File: src/rtl/seqdivider.sv
// Sequential restoring divider: one quotient bit per clock.
// A load in IDLE or DONE captures i_a/i_b; WIDTH clocks later out_valid
// rises with out_quot = i_a / i_b and out_rem = i_a % i_b. A zero divisor
// runs the same iterations, giving all-ones quotient, remainder = i_a and
// out_div_zero = 1.
//
// Ports:
//   clk          clock, all state updates on the rising edge
//   reset        synchronous active-low reset
//   i_a, i_b     unsigned dividend / divisor, sampled on the accepting edge
//   load         start request, accepted only in IDLE or DONE
//   out_busy     iterations in progress
//   out_valid    out_quot / out_rem hold a finished result
//   out_quot     quotient
//   out_rem      remainder
//   out_div_zero captured divisor was zero (valid with out_valid)
module seqdivider #(
  parameter int unsigned WIDTH = 8
) (
  input  logic             clk,
  input  logic             reset,
  input  logic [WIDTH-1:0] i_a,
  input  logic [WIDTH-1:0] i_b,
  input  logic             load,
  output logic             out_busy,
  output logic             out_valid,
  output logic [WIDTH-1:0] out_quot,
  output logic [WIDTH-1:0] out_rem,
  output logic             out_div_zero
);

  localparam int unsigned CNT_W = $clog2(WIDTH + 1);

  localparam logic [1:0] S_IDLE = 2'd0;
  localparam logic [1:0] S_BUSY = 2'd1;
  localparam logic [1:0] S_DONE = 2'd2;

  logic [1:0]       state;
  logic [1:0]       next_state;
  logic             accept_c;
  logic             step_c;
  logic             last_c;

  logic [WIDTH-1:0] dvd;
  logic [WIDTH-1:0] dvs;
  logic [WIDTH-1:0] rem;
  logic [WIDTH-1:0] quot_sr;
  logic [CNT_W-1:0] cnt;

  logic [WIDTH:0]   rem_shift_c;
  logic             ge_c;
  logic [WIDTH-1:0] rem_step_c;
  logic [WIDTH-1:0] quot_step_c;

  // State register
  always_ff @(posedge clk) begin
    if (!reset) begin
      state <= S_IDLE;
    end else begin
      state <= next_state;
    end
  end

  // Next state and per-cycle control strobes
  always_comb begin
    next_state = state;
    accept_c   = 1'b0;
    step_c     = 1'b0;
    last_c     = 1'b0;
    case (state)
      S_IDLE, S_DONE: begin
        if (load) begin
          accept_c   = 1'b1;
          next_state = S_BUSY;
        end
      end
      S_BUSY: begin
        step_c = 1'b1;
        if (cnt == CNT_W'(1)) begin
          last_c     = 1'b1;
          next_state = S_DONE;
        end
      end
      default: next_state = S_IDLE;
    endcase
  end

  // One restoring step. The shifted partial remainder is WIDTH+1 bits so the
  // compare sees the bit shifted out; after a subtract the result always fits
  // in WIDTH bits. With a zero divisor every compare succeeds, which yields
  // the all-ones quotient and lets the dividend bits flow into the remainder.
  always_comb begin
    rem_shift_c = {rem, dvd[WIDTH-1]};
    ge_c        = rem_shift_c >= {1'b0, dvs};
    rem_step_c  = ge_c ? WIDTH'(rem_shift_c - {1'b0, dvs})
                       : rem_shift_c[WIDTH-1:0];
    quot_step_c = WIDTH'({quot_sr, ge_c});
  end

  // Datapath and registered outputs
  always_ff @(posedge clk) begin
    if (!reset) begin
      dvd          <= '0;
      dvs          <= '0;
      rem          <= '0;
      quot_sr      <= '0;
      cnt          <= '0;
      out_busy     <= 1'b0;
      out_valid    <= 1'b0;
      out_quot     <= '0;
      out_rem      <= '0;
      out_div_zero <= 1'b0;
    end else if (accept_c) begin
      dvd          <= i_a;
      dvs          <= i_b;
      rem          <= '0;
      quot_sr      <= '0;
      cnt          <= CNT_W'(WIDTH);
      out_busy     <= 1'b1;
      out_valid    <= 1'b0;
      out_div_zero <= 1'b0;
    end else if (step_c) begin
      dvd     <= dvd << 1;
      rem     <= rem_step_c;
      quot_sr <= quot_step_c;
      cnt     <= cnt - CNT_W'(1);
      if (last_c) begin
        out_quot     <= quot_step_c;
        out_rem      <= rem_step_c;
        out_valid    <= 1'b1;
        out_busy     <= 1'b0;
        out_div_zero <= (dvs == '0);
      end
    end
  end

endmodule

File: config.mk
export PLATFORM = sky130hd
export DESIGN_NAME = seqdivider
export DESIGN_NICKNAME = d
export VERILOG_FILES = /design/src/rtl/seqdivider.sv
export SDC_FILE = /design/constraint.sdc
export NUM_CORES = 1
export LEC_CHECK = 0
export ABC_AREA = 1
export CORE_MARGIN = 1.5
export CORE_UTILIZATION = 55
export DETAILED_ROUTE_END_ITERATION = 16
export PLACE_DENSITY = 0.91
export RECOVER_POWER = 25
export SETUP_SLACK_MARGIN = 0.02
export SLEW_MARGIN = 20
export SYNTH_ARGS = -nofsm -noshare
export SYNTH_HDL_FRONTEND = slang
export SYNTH_SLANG_ARGS = --single-unit
File: constraint.sdc
create_clock -name clk -period 3.8 [get_ports clk]
set_input_delay 0.76 -clock clk [delete_from_list [all_inputs] [get_ports clk]]
set_output_delay 0.76 -clock clk [all_outputs]
set_load 0.005 [all_outputs]
# Yosys cells after proc, flatten, opt, wreduce, memory -nomap -nowiden

Cells that the tools add are included.

Flip-flop bits (word level): 56
Bits in latches: 0
Memory bits (writable): 0
Bits in read-only memories: 0
Bits of input ports: 19
Output and inout port bits: 19
Memories: 0

$add $sub $neg: 2
Multipliers: 0
Div/mod/pow operators: 0
Order comparisons: 1
Equal/unequal tests: 5
Shift-type cells: 0
Muxes and demuxes: 16
Bitwise operators: 2
Reductions and logical operators: 10

Operators by type and width:

| kind                | count |
|---|---|
| $mux 8              | 3 |
| $ge 9x8->1          | 1 |
| $logic_not 8->1     | 1 |
| $mux 1              | 8 |
| $mux 4              | 2 |
| $sub 8x8->8         | 1 |
| $reduce_and 2->1    | 3 |
| $eq 4x1->1 const B  | 1 |
| $mux 2              | 2 |
| $ne 2x2->1 const B  | 2 |
| $pmux 2 s2          | 1 |
| $reduce_bool 2->1   | 2 |
| $reduce_or 2->1     | 2 |
| $sub 4x1->4 const B | 1 |
| $reduce_and 3->1    | 1 |
| $eq 2x1->1 const B  | 1 |
| $eq 2x2->1 const B  | 1 |
| $logic_not 2->1     | 1 |
| $not 1->1           | 2 |

# Depth between registers and ports, before layout

Gate-level depths: netlist of the first run.

Word-level depth: 6
Mapped depth: 13

# Least setup slack after synthesis of the first run

OpenSTA, ideal clock, no wires.

Kind: register to register
Start: register dvs[2]
End: register out_rem[7]
Setup time: 0.109 ns
Arrival: 1.511 ns
Path slack: 2.180 ns
Cell stages (with the launch flop): 12
Clock period less this slack: 1.620 ns
Cells stage by stage: dfxtp_1 inv_1 ha_1 or2_4 nand3_2 nand2_2 nand2_4 nand2_8 nand2_2 nand3_1 nand2_1 inv_1

Longest elaborated chain between the ends: 2

Ends and longest elaborated chain:

| element                                          | RTL line | source |
|---|---|---|
| start: declaration                               | 45       | `logic [WIDTH-1:0] dvs;` |
| start signal: assignment                         | 115      | `dvs <= i_b;` |
| $sub 8x8->8 / $ge 9x8->1 (equally long branches) | 95, 94   |  |
| $mux 8 (*)                                       | 95       | `rem_step_c = ge_c ? WIDTH'(rem_shift_c - {1'b0, dvs})` |
| end signal: assignment                           | 129      | `out_rem <= rem_step_c;` |
| end: declaration                                 | 28       | `output logic [WIDTH-1:0] out_rem,` |

Every way passes the cells marked *; elsewhere a longest branch is shown, timed or not.
A chain may end at the register's enable or synchronous reset.

# Worst setup path in the final report of the first run

Start: input port load
End: register dvd[7]

Longest elaborated chain between the ends: 3

Ends and longest elaborated chain:

| element                                            | RTL line | source |
|---|---|---|
| start: declaration                                 | 24       | `input logic load,` |
| $mux 1 (*)                                         | 72       | `if (load) begin` |
| $mux 1 (*)                                         | 70       | `case (state)` |
| $mux 8 / $reduce_bool 2->1 (equally long branches) | --       |  |
| end signal: assignment                             | 114      | `dvd <= i_a;` |
| end signal: assignment                             | 123      | `dvd <= dvd << 1;` |
| end: declaration                                   | 44       | `logic [WIDTH-1:0] dvd;` |

Marks and branches as above.

==> metrics.txt, run 1 <==
# TYPE chip_impl_metric gauge
chip_impl_info{name="status",value="complete, no violations"} 1
chip_impl_metric{name="insertion_delay",unit="ps"} 320
chip_impl_metric{name="report.final.setup_viol",unit=""} 0
chip_impl_info{name="ys_top_cells_by_area",value="sky130_fd_sc_hd__dfxtp_1 (40%), sky130_fd_sc_hd__inv_1 (7.9%), sky130_fd_sc_hd__nor2_1 (7.5%)"} 1
chip_impl_metric{name="static_leakage",unit="nW"} 1.51
chip_impl_metric{name="start_util",unit=""} 0.580
chip_impl_metric{name="cts_post_setup_buffers_inserted",unit=""} 0
chip_impl_info{name="grt_setup_unrepaired",value="no"} 1
chip_impl_metric{name="final_hpwl_from_detailed_placement",unit="um"} 4320
chip_impl_metric{name="grt_pass1_vias",unit=""} 2270
chip_impl_metric{name="final_layout_size_suffix_gt1_frac",unit=""} 0.0969
chip_impl_metric{name="power_density",unit="nW/um2"} 414
chip_impl_metric{name="globalRouteMet3Util",unit=""} 0.0501
chip_impl_info{name="cts_tree",value="done"} 1
chip_impl_metric{name="ys_warn_count",unit=""} 0
chip_impl_metric{name="detail_route.first_pass.iterations",unit=""} 4
chip_impl_metric{name="gp_routability_congestion",unit=""} 0.914
chip_impl_metric{name="count_of_mapped_cells_out_of_synthesis",unit=""} 379
chip_impl_metric{name="worst-path-max-fanout",unit=""} 28
chip_impl_metric{name="cts.sink_count",unit=""} 56
chip_impl_metric{name="maxCapViolations",unit=""} 0
chip_impl_metric{name="cp_slowest_stage_delay",unit="ps"} 520
chip_impl_info{name="cp_slowest_cell",value="sky130_fd_sc_hd__dlygate4sd3_1"} 1
chip_impl_metric{name="route.detailed.wl_per_inst",unit="um"} 12.1
chip_impl_metric{name="design_power_total",unit="W"} 0.00136
chip_impl_metric{name="placementRows",unit=""} 25
chip_impl_metric{name="pin_count_of_the_biggest_net_entering_global_routing",unit=""} 38
chip_impl_metric{name="design.final.nets",unit=""} 442
chip_impl_metric{name="cp.arrival",unit="ps"} 2680
chip_impl_metric{name="route.detailed.drc",unit=""} 0
chip_impl_metric{name="syn_to_final_growth",unit="%"} 17.5
chip_impl_info{name="crit_family",value="buffers and inverters"} 1
chip_impl_metric{name="timing.critical_path.required",unit="ps"} 4030
chip_impl_metric{name="worst_slew_pin_slew",unit="ps"} 754
chip_impl_metric{name="numCtsBuffers",unit=""} 5
chip_impl_metric{name="synth_cell_type_count",unit=""} 34
chip_impl_metric{name="cts_max_path_buffers",unit=""} 2
chip_impl_metric{name="overflow",unit=""} 0
chip_impl_metric{name="synth_top_area_share",unit=""} 0.401
chip_impl_metric{name="synth_nets",unit=""} 409
chip_impl_metric{name="ant_nets_after_route",unit=""} 0
chip_impl_metric{name="finalHoldViolations",unit=""} 0
chip_impl_metric{name="cts_resized",unit=""} 0
chip_impl_metric{name="grt_util_met1",unit=""} 0.260
chip_impl_metric{name="grt_pass1_wl",unit="um"} 9770
chip_impl_metric{name="global_route.usage.met2",unit=""} 0.421
chip_impl_metric{name="min_period_over_period",unit=""} 0.643
chip_impl_metric{name="die_w",unit="um"} 74.3
chip_impl_info{name="timing.setup.critical_path_class",value="input port to flop"} 1
chip_impl_info{name="min_path_type",value="flop to flop"} 1
chip_impl_metric{name="drt_iter0_drc",unit=""} 132
chip_impl_metric{name="fill_cells",unit=""} 413
chip_impl_metric{name="seq_area",unit="um2"} 1120
chip_impl_metric{name="timing.max_slew.rel_slack",unit=""} 0.496
chip_impl_metric{name="fin_crit",unit="ps"} 2440
chip_impl_metric{name="post_synth_instance_area",unit="um2"} 2790
chip_impl_metric{name="utilization",unit=""} 0.682
chip_impl_metric{name="viasPerCell",unit=""} 5.18
chip_impl_metric{name="detailroute.via_count",unit=""} 2488
chip_impl_info{name="cp_common_cell",value="sky130_fd_sc_hd__inv_1"} 1
chip_impl_metric{name="cts.hold.buffers_added",unit=""} 0
chip_impl_info{name="cts_root_buf",value="sky130_fd_sc_hd__clkbuf_8"} 1
chip_impl_info{name="grt.busiest_layer",value="met2"} 1
chip_impl_metric{name="grtUsageTotal",unit=""} 0.228
chip_impl_info{name="worstSetupStartpointType",value="input port"} 1
chip_impl_info{name="synth_largest_area_cell",value="sky130_fd_sc_hd__dfxtp_1"} 1
chip_impl_metric{name="setup-tns-final",unit="ps"} 0
chip_impl_metric{name="skew",unit="ps"} 14.7
chip_impl_metric{name="cts_max_level",unit=""} 2
chip_impl_metric{name="critical_path.n_buffers_inverters",unit=""} 3
chip_impl_metric{name="slew_violations",unit=""} 0
chip_impl_metric{name="io_pins",unit=""} 38
chip_impl_metric{name="chipHeight",unit="um"} 74.3
chip_impl_info{name="endpoint_kind",value="flop"} 1
chip_impl_metric{name="placement.io_buffers",unit=""} 37
chip_impl_metric{name="multiInputGateArea",unit="um2"} 1360
chip_impl_metric{name="synth.avg_cell_area",unit="um2"} 7.37
chip_impl_metric{name="fp.dieArea",unit="um2"} 5520
chip_impl_metric{name="irDropWorstVdd",unit="mV"} 0.354
chip_impl_metric{name="routed_wl",unit="um"} 5820
chip_impl_metric{name="antenna_cells_inserted",unit=""} 0
chip_impl_metric{name="core_area",unit="um2"} 4820
chip_impl_metric{name="seq_area_frac_synth",unit=""} 0.401
chip_impl_info{name="path_cells",value="dlygate4sd3_1, inv_1, nor2_1, inv_1, nand2_1, o221ai_1, a31oi_1"} 1
chip_impl_metric{name="fmax",unit="MHz"} 409
chip_impl_metric{name="postSynthRegisterBits",unit=""} 56
chip_impl_metric{name="clkTransAtPathRegs",unit="ps"} 90
chip_impl_metric{name="grt_antenna_before_repair",unit=""} 0
-- power breakdown --
| group | total [W] | leakage (nW) | switching (W) | internal [W] |
|---|---|---|---|---|
| Combinational | 0.000377 | 1.01 | 0.000238 | 0.000139 |
| Sequential | 0.000646 | 0.458 | 0.0000231 | 0.000623 |
| Clock | 0.000336 | 0.0445 | 0.000188 | 0.000149 |
| Total | 0.00136 | 1.51 | 0.000449 | 0.000911 |
-- synth_stat cells (all sizes together) --
master	number
xnor2	2
a21oi	25
or2	1
nor3	6
nand3	36
a31oi	2
clkbuf	4
dfxtp	56
buf	9
fa	1
inv	63
ha	10
o221ai	5
a211oi	7
xor2	1
nor2	63
o21ai	22
nand4	1
nand2	60
nor4	3
clkinv	1
o211ai	1
-- metrics by stage --
step / hold slack [ps] / area [um2] / cells / worst slack (ps)
after CTS: 484 / 3290 / 480 / 1650
after global routing: 506 / 3280 / 480 / 1120
final: 483 / 3280 / 480 / 1360
after floorplan: 438 / 2790 / 379 / 2180
after global placement: 457 / 3190 / 472 / 1380
after detailed placement: 470 / 3190 / 472 / 1330
-- registers in the layout (all words and copies together) (netlist names) --
signal	flops
dvs	8
out_rem	8
rem	8
out_busy	1
out_valid	1
state	2
out_div_zero	1
cnt	4
dvd	8
quot_sr	7
out_quot	8
-- logic make-up after synthesis --
kind of cell | count (synthesis) | share of synthesized area
AOI/OAI and AO/OA | 62 | 0.137
xor gates and xnor gates | 3 | 0.00941
adders and majority gates | 11 | 0.0519
buffers and inverters | 77 | 0.112
DFF | 56 | 0.401
and+or+nand+nor | 170 | 0.289
-- worst paths after layout --
path / depth (start not counted) / from / slack [ps] / to
min: 2 / dvd[6] / 480 / dvd[7]
min reg2reg: 2 / dvd[6] / 480 / dvd[7]
max: 7 / load / 1360 / dvd[7]
max reg2reg: 12 / dvs[6] / 1870 / out_rem[0]
-- worst register-to-register path, stage by stage (launching register included) --
cell,delay [ps]
sky130_fd_sc_hd__dfxtp_1,340
sky130_fd_sc_hd__inv_1,70
sky130_fd_sc_hd__ha_1,370
sky130_fd_sc_hd__nand2_1,90
sky130_fd_sc_hd__nand2_1,80
sky130_fd_sc_hd__nand2_1,70
sky130_fd_sc_hd__nand2_1,80
sky130_fd_sc_hd__nor2_4,300
sky130_fd_sc_hd__nand2_8,130
sky130_fd_sc_hd__nand2_2,90
sky130_fd_sc_hd__nand3_1,90
sky130_fd_sc_hd__nand2_1,110
sky130_fd_sc_hd__inv_1,40
-- cell usage in the layout (no fill, tap or decap), types with 2 or more instances in the layout --
cell,instances
sky130_fd_sc_hd__clkbuf_8,6
sky130_fd_sc_hd__nand3_1,35
sky130_fd_sc_hd__a211oi_2,6
sky130_fd_sc_hd__inv_1,60
sky130_fd_sc_hd__a21oi_1,25
sky130_fd_sc_hd__nor2_1,57
sky130_fd_sc_hd__xnor2_1,2
sky130_fd_sc_hd__nor2_4,4
sky130_fd_sc_hd__o221ai_1,5
sky130_fd_sc_hd__dfxtp_1,56
sky130_fd_sc_hd__nand2_1,48
sky130_fd_sc_hd__nand2_2,10
sky130_fd_sc_hd__o21ai_0,22
sky130_fd_sc_hd__nor4_1,2
sky130_fd_sc_hd__dlygate4sd3_1,12
sky130_fd_sc_hd__a31oi_1,2
sky130_fd_sc_hd__clkdlybuf4s50_1,25
sky130_fd_sc_hd__buf_4,2
sky130_fd_sc_hd__ha_1,10
sky130_fd_sc_hd__inv_2,3
sky130_fd_sc_hd__nor2_2,2
sky130_fd_sc_hd__nor3_1,5
-- layout make-up --
type                       count  area share
inverter                      64      0.0732
clock buffer                   7      0.0263
tap                           67      0.0255
clock inverter                 1     0.00229
timing repair buffer          39       0.117
sequential                    56       0.341
multi-input combinational    246       0.414
-- metal layers --
| layer | vias to the layer above | wire (um) |
|---|---|---|
| met5 | - | 0 |
| met4 | 0 | 106 |
| met3 | 11 | 217 |
| met2 | 57 | 2970 |
| met1 | 1139 | 2530 |
| li1 | 1281 | - |
No activity file was read; power rests on OpenSTA's default activity.
==> run 2: changes to the inputs <==
--- a/config.mk
+++ b/config.mk
@@ -7,9 +7,9 @@
 export LEC_CHECK = 0
 export ABC_AREA = 1
 export CORE_MARGIN = 1.5
-export CORE_UTILIZATION = 55
+export CORE_UTILIZATION = 54
 export DETAILED_ROUTE_END_ITERATION = 16
-export PLACE_DENSITY = 0.91
+export PLACE_DENSITY = 0.9
 export RECOVER_POWER = 25
 export SETUP_SLACK_MARGIN = 0.02
 export SLEW_MARGIN = 20
==> constraint.sdc (replaced) <==
create_clock -name clk -period 2.35 [get_ports clk]
set_input_delay 0.47 -clock clk [delete_from_list [all_inputs] [get_ports clk]]
set_output_delay 0.47 -clock clk [all_outputs]
set_load 0.005 [all_outputs]
==> metrics.txt, run 2 (synthesized netlist as in run 1, its figures left out) <==
# TYPE chip_impl_metric gauge
chip_impl_metric{name="cts.sink_count",unit=""} 56
chip_impl_info{name="path_cells",value="clkdlybuf4s50_1, inv_1, nor2_1, inv_2, nand2_1, inv_1, a211oi_1"} 1
chip_impl_metric{name="placement.io_buffers",unit=""} 37
chip_impl_info{name="crit_family",value="buffers and inverters"} 1
chip_impl_metric{name="pin_count_of_the_biggest_net_entering_global_routing",unit=""} 38
chip_impl_metric{name="viasPerCell",unit=""} 5.17
chip_impl_info{name="mostFrequentLayoutCells",value="sky130_fd_sc_hd__inv_1 (61), sky130_fd_sc_hd__nor2_1 (58), sky130_fd_sc_hd__dfxtp_1 (56)"} 1
chip_impl_metric{name="cts.hold.buffers_added",unit=""} 0
chip_impl_metric{name="fill_cells",unit=""} 407
chip_impl_metric{name="cts_max_level",unit=""} 2
chip_impl_metric{name="static_leakage",unit="nW"} 1.48
chip_impl_metric{name="fin_crit",unit="ps"} 1950
chip_impl_metric{name="skew",unit="ps"} 12.5
chip_impl_metric{name="cts_max_path_buffers",unit=""} 2
chip_impl_metric{name="ant_nets_after_route",unit=""} 0
chip_impl_metric{name="chipHeight",unit="um"} 74.9
chip_impl_metric{name="grt_pass1_wl",unit="um"} 9980
chip_impl_metric{name="insertion_delay",unit="ps"} 320
chip_impl_metric{name="cp_slowest_stage_delay",unit="ps"} 450
chip_impl_info{name="grt_setup_unrepaired",value="no"} 1
chip_impl_info{name="worstSetupStartpointType",value="input port"} 1
chip_impl_info{name="endpoint_kind",value="flop"} 1
chip_impl_metric{name="route.detailed.wl_per_inst",unit="um"} 12.1
chip_impl_metric{name="route.detailed.drc",unit=""} 0
chip_impl_metric{name="die_w",unit="um"} 74.9
chip_impl_info{name="status",value="complete, no violations"} 1
chip_impl_info{name="most_common_cell_after_layout_fill_and_taps_aside",value="sky130_fd_sc_hd__inv_1"} 1
chip_impl_metric{name="critical_path.n_buffers_inverters",unit=""} 4
chip_impl_metric{name="multiInputGateArea",unit="um2"} 1360
chip_impl_metric{name="maxCapViolations",unit=""} 0
chip_impl_metric{name="finalHoldViolations",unit=""} 0
chip_impl_metric{name="cp.arrival",unit="ps"} 2180
chip_impl_metric{name="clkTransAtPathRegs",unit="ps"} 90
chip_impl_metric{name="start_util",unit=""} 0.576
chip_impl_metric{name="setup-tns-final",unit="ps"} 0
chip_impl_info{name="cp_slowest_cell",value="sky130_fd_sc_hd__clkdlybuf4s50_1"} 1
chip_impl_metric{name="utilization",unit=""} 0.678
chip_impl_metric{name="routed_wl",unit="um"} 5810
chip_impl_metric{name="report.final.setup_viol",unit=""} 0
chip_impl_metric{name="design_power_total",unit="W"} 0.00217
chip_impl_metric{name="grt_antenna_before_repair",unit=""} 0
chip_impl_metric{name="grtUsageTotal",unit=""} 0.230
chip_impl_metric{name="final_hpwl_from_detailed_placement",unit="um"} 4330
chip_impl_metric{name="worst-path-max-fanout",unit=""} 28
chip_impl_metric{name="detail_route.first_pass.iterations",unit=""} 4
chip_impl_metric{name="timing.max_slew.rel_slack",unit=""} 0.551
chip_impl_metric{name="detailroute.via_count",unit=""} 2494
chip_impl_info{name="min_path_type",value="flop to flop"} 1
chip_impl_metric{name="fp.dieArea",unit="um2"} 5610
chip_impl_metric{name="final_layout_size_suffix_gt1_frac",unit=""} 0.0964
chip_impl_metric{name="design.final.nets",unit=""} 444
chip_impl_metric{name="irDropWorstVdd",unit="mV"} 0.460
chip_impl_metric{name="timing.critical_path.required",unit="ps"} 2580
chip_impl_metric{name="numCtsBuffers",unit=""} 5
chip_impl_metric{name="fmax",unit="MHz"} 513
chip_impl_metric{name="core_area",unit="um2"} 4850
chip_impl_info{name="cts_tree",value="done"} 1
chip_impl_metric{name="seq_area",unit="um2"} 1120
chip_impl_metric{name="syn_to_final_growth",unit="%"} 17.7
chip_impl_metric{name="grt_pass1_vias",unit=""} 2344
chip_impl_metric{name="antenna_cells_inserted",unit=""} 0
chip_impl_metric{name="min_period_over_period",unit=""} 0.830
chip_impl_metric{name="cts_resized",unit=""} 0
chip_impl_info{name="cp_common_cell",value="sky130_fd_sc_hd__inv_1"} 1
chip_impl_metric{name="drt_iter0_drc",unit=""} 90
chip_impl_info{name="timing.rr.start",value="dvs[6]"} 1
chip_impl_info{name="source_of_the_critical_timing_path",value="load"} 1
chip_impl_metric{name="placementRows",unit=""} 25
chip_impl_info{name="timing.setup.critical_path_class",value="input port to flop"} 1
chip_impl_metric{name="overflow",unit=""} 0
chip_impl_metric{name="io_pins",unit=""} 38
chip_impl_info{name="cts_root_buf",value="sky130_fd_sc_hd__clkbuf_8"} 1
chip_impl_info{name="holdCritStartpoint",value="out_busy"} 1
chip_impl_metric{name="power_density",unit="nW/um2"} 661
chip_impl_metric{name="cts_post_setup_buffers_inserted",unit=""} 0
chip_impl_metric{name="gp_routability_congestion",unit=""} 0.861
chip_impl_metric{name="slew_violations",unit=""} 0
chip_impl_metric{name="worst_slew_pin_slew",unit="ps"} 674
-- run 2: cell count changes in the layout (fill, tap and decap cells not counted) --
cell                              before  now
sky130_fd_sc_hd__clkbuf_2              0    1
sky130_fd_sc_hd__clkinv_4              0    1
sky130_fd_sc_hd__clkdlybuf4s50_1      25   37
sky130_fd_sc_hd__inv_1                60   61
sky130_fd_sc_hd__clkbuf_8              6    5
sky130_fd_sc_hd__nor2_2                2    1
sky130_fd_sc_hd__inv_2                 3    2
sky130_fd_sc_hd__buf_4                 2    3
sky130_fd_sc_hd__nor2_1               57   58
sky130_fd_sc_hd__dlygate4sd3_1        12    0
-- run 2: final cells by class --
| cell class | count | area share |
|---|---|---|
| timing repair buffer | 41 | 0.121 |
| tap | 67 | 0.0255 |
| sequential | 56 | 0.341 |
| clock buffer | 6 | 0.0221 |
| inverter | 64 | 0.0731 |
| multi-input combinational | 246 | 0.412 |
| clock inverter | 2 | 0.00495 |
-- run 2: worst paths after layout --
kind	end	slack (ps)	depth (start not counted)
max	dvd[6]	400	7
min	out_busy	470	2
max reg2reg	out_quot[0]	490	10
min reg2reg	out_busy	470	2
-- run 2: per-stage QoR --
step | cells | setup slack (ps) | hold WS, ps | area, um2
2_1_floorplan | 379 | 730 | 438 | 2790
3_3_place_gp | 474 | 378 | 453 | 3210
3_5_place_dp | 474 | 245 | 458 | 3210
4_1_cts | 482 | 510 | 474 | 3300
5_1_grt | 482 | 227 | 499 | 3290
6_report | 482 | 400 | 473 | 3290
-- run 2: routing by layer --
metal / wire (um) / global-route usage
met5: 0 / 0
met4: 142 / 0.0909
met3: 159 / 0.0442
met2: 3010 / 0.416
met1: 2490 / 0.267
-- run 2: report_power, final --
| part | leakage [nW] | switching [W] | internal, W | total (W) |
|---|---|---|---|---|
| clock network | 0.0414 | 0.000313 | 0.000213 | 0.000525 |
| logic | 0.979 | 0.000377 | 0.000227 | 0.000604 |
| registers | 0.458 | 0.0000373 | 0.00101 | 0.00105 |
-- run 2: worst register-to-register path: cells and delay by family (launching register included) --
kind | cells | cell delay (ps)
and+or+nand+nor | 6 | 720
adders and majority gates | 1 | 360
DFF | 1 | 340
AOI/OAI and AO/OA | 1 | 210
buffers and inverters | 2 | 140
==> run 3: changes to the inputs <==
--- a/config.mk
+++ b/config.mk
@@ -7,9 +7,9 @@
 export LEC_CHECK = 0
 export ABC_AREA = 1
 export CORE_MARGIN = 1.5
-export CORE_UTILIZATION = 54
+export CORE_UTILIZATION = 49
 export DETAILED_ROUTE_END_ITERATION = 16
-export PLACE_DENSITY = 0.9
+export PLACE_DENSITY = 0.86
 export RECOVER_POWER = 25
 export SETUP_SLACK_MARGIN = 0.02
 export SLEW_MARGIN = 20
==> constraint.sdc (replaced) <==
create_clock -name clk -period 1.6 [get_ports clk]
set_input_delay 0.32 -clock clk [delete_from_list [all_inputs] [get_ports clk]]
set_output_delay 0.32 -clock clk [all_outputs]
set_load 0.005 [all_outputs]
==> metrics.txt, run 3 (synthesized netlist as in run 1, its figures left out) <==
# TYPE chip_impl_metric gauge
chip_impl_metric{name="insertion_delay",unit="ps"} 320
chip_impl_metric{name="cts_max_level",unit=""} 2
chip_impl_metric{name="placement.io_buffers",unit=""} 37
chip_impl_metric{name="design.final.nets",unit=""} 485
chip_impl_metric{name="report.final.setup_viol",unit=""} 17
chip_impl_metric{name="grt_pass1_wl",unit="um"} 11900
chip_impl_metric{name="cp.arrival",unit="ps"} 2040
chip_impl_info{name="grt_setup_unrepaired",value="yes"} 1
chip_impl_info{name="min_path_type",value="flop to flop"} 1
chip_impl_metric{name="static_leakage",unit="nW"} 1.72
chip_impl_metric{name="ant_nets_after_route",unit=""} 0
chip_impl_metric{name="clkTransAtPathRegs",unit="ps"} 110
chip_impl_metric{name="detail_route.first_pass.iterations",unit=""} 4
chip_impl_metric{name="post_dp_cell_area",unit="um2"} 3600
chip_impl_metric{name="worst-path-max-fanout",unit=""} 3
chip_impl_metric{name="holdWs",unit="ps"} 481
chip_impl_metric{name="maxCapViolations",unit=""} 0
chip_impl_metric{name="overflow",unit=""} 0
chip_impl_info{name="status",value="finished, violations left"} 1
chip_impl_metric{name="final_hpwl_from_detailed_placement",unit="um"} 4880
chip_impl_metric{name="routed_wl",unit="um"} 7370
chip_impl_metric{name="skew",unit="ps"} 9.98
chip_impl_metric{name="dp_slack",unit="ps"} -172
chip_impl_info{name="most_common_cell_after_layout_fill_and_taps_aside",value="sky130_fd_sc_hd__nor2_1"} 1
chip_impl_metric{name="setup-tns-final",unit="ps"} -1810
chip_impl_metric{name="pin_count_of_the_biggest_net_entering_global_routing",unit=""} 38
chip_impl_metric{name="grtUsageTotal",unit=""} 0.239
chip_impl_metric{name="final_layout_size_suffix_gt1_frac",unit=""} 0.287
chip_impl_metric{name="route.detailed.wl_per_inst",unit="um"} 14.0
chip_impl_metric{name="start_util",unit=""} 0.507
chip_impl_info{name="failed_checks",value="setup timing"} 1
chip_impl_metric{name="power_density",unit="nW/um2"} 955
chip_impl_metric{name="grt_pass1_vias",unit=""} 2759
chip_impl_metric{name="finalHoldViolations",unit=""} 0
chip_impl_metric{name="timing.critical_path.required",unit="ps"} 1870
chip_impl_metric{name="fin_crit",unit="ps"} 1770
chip_impl_info{name="worstSetupStartpointType",value="flop"} 1
chip_impl_metric{name="worst_slew_pin_slew",unit="ps"} 352
chip_impl_metric{name="antenna_cells_inserted",unit=""} 0
chip_impl_metric{name="core_area",unit="um2"} 5510
chip_impl_metric{name="gp_routability_congestion",unit=""} 0.900
chip_impl_metric{name="syn_to_final_growth",unit="%"} 41.5
chip_impl_metric{name="irDropWorstVdd",unit="mV"} 0.588
chip_impl_info{name="cts_root_buf",value="sky130_fd_sc_hd__clkbuf_8"} 1
chip_impl_metric{name="die_w",unit="um"} 78.5
chip_impl_metric{name="fmax",unit="MHz"} 564
chip_impl_metric{name="placementRows",unit=""} 27
chip_impl_metric{name="timing.max_slew.rel_slack",unit=""} 0.763
chip_impl_metric{name="chipHeight",unit="um"} 78.5
chip_impl_metric{name="grt_antenna_before_repair",unit=""} 0
chip_impl_metric{name="fp.dieArea",unit="um2"} 6160
chip_impl_metric{name="slew_violations",unit=""} 0
chip_impl_info{name="cts_tree",value="done"} 1
chip_impl_metric{name="detailroute.via_count",unit=""} 2756
chip_impl_metric{name="setup_ws",unit="ps"} -172
chip_impl_metric{name="viasPerCell",unit=""} 5.22
chip_impl_info{name="timing.setup.critical_path_class",value="flop to flop"} 1
chip_impl_metric{name="cts_max_path_buffers",unit=""} 2
chip_impl_metric{name="cts.sink_count",unit=""} 56
chip_impl_metric{name="io_pins",unit=""} 38
chip_impl_metric{name="fill_cells",unit=""} 406
chip_impl_metric{name="numCtsBuffers",unit=""} 5
chip_impl_metric{name="design_area",unit="um2"} 3950
chip_impl_info{name="endpoint_kind",value="flop"} 1
chip_impl_metric{name="min_period_over_period",unit=""} 1.11
chip_impl_info{name="mostFrequentLayoutCells",value="sky130_fd_sc_hd__nor2_1 (55), sky130_fd_sc_hd__inv_1 (52), sky130_fd_sc_hd__dfxtp_1 (48)"} 1
chip_impl_metric{name="route.detailed.drc",unit=""} 0
chip_impl_metric{name="drt_iter0_drc",unit=""} 135
[run 3: routing by layer]
metal	vias up	part of all wire	track usage
met2	83	0.53	0.446
li1	1366	-	-
met3	27	0.049	0.0442
met5	-	0	0
met4	0	0.033	0.118
met1	1280	0.39	0.255
[run 3: timing repair]
item,CTS,global route
hold buffers,0,0
pin swaps,10,8
cloned,1,0
endpoints found under the setup margin,18,18
gates resized for setup,28,23
hold endpoints to repair,0,0
buffers inserted,2,3
[run 3: cell type report]
cell class	instances	area [um2]	share of cell area
clock buffer	5	68.8	0.0174
clock inverter	3	21.3	0.00538
inverter	64	240	0.0608
multi-input combinational	247	1620	0.411
sequential	56	1130	0.286
tap	72	90.1	0.0228
timing repair buffer	81	778	0.197
[run 3: worst max-delay path, cell delays in order (launching register included)]
cell	delay, ps
sky130_fd_sc_hd__dfxtp_1	490
sky130_fd_sc_hd__inv_1	140
sky130_fd_sc_hd__fa_2	380
sky130_fd_sc_hd__inv_1	90
sky130_fd_sc_hd__nand3_1	70
sky130_fd_sc_hd__nand3_1	80
sky130_fd_sc_hd__xor2_1	180
sky130_fd_sc_hd__nand2_2	100
sky130_fd_sc_hd__nand3_1	80
sky130_fd_sc_hd__nand2_1	50
sky130_fd_sc_hd__inv_1	60
[run 3: power breakdown]
group / internal, W / switching, W
clock network: 0.000312 / 0.000497
registers: 0.00148 / 0.0000654
logic: 0.000647 / 0.000771
[run 3: stage by stage]
step / util / instances / power, W
finish: 0.718 / 528 / 0.00378
CTS: 0.698 / 526 / 0.00363
floorplan: - / 379 / 0.00227
global route: 0.718 / 528 / 0.00398
global placement: 0.655 / 515 / 0.00263
detailed placement: 0.655 / 515 / 0.00267
[run 3: worst paths after layout]
| path | endpoint | slack, ps | start | depth (start not counted) |
|---|---|---|---|---|
| max | rem[4] | -170 | rem[0] | 10 |
| min | out_busy | 480 | out_busy | 2 |
| max reg2reg | rem[4] | -170 | rem[0] | 10 |
| min reg2reg | out_busy | 480 | out_busy | 2 |
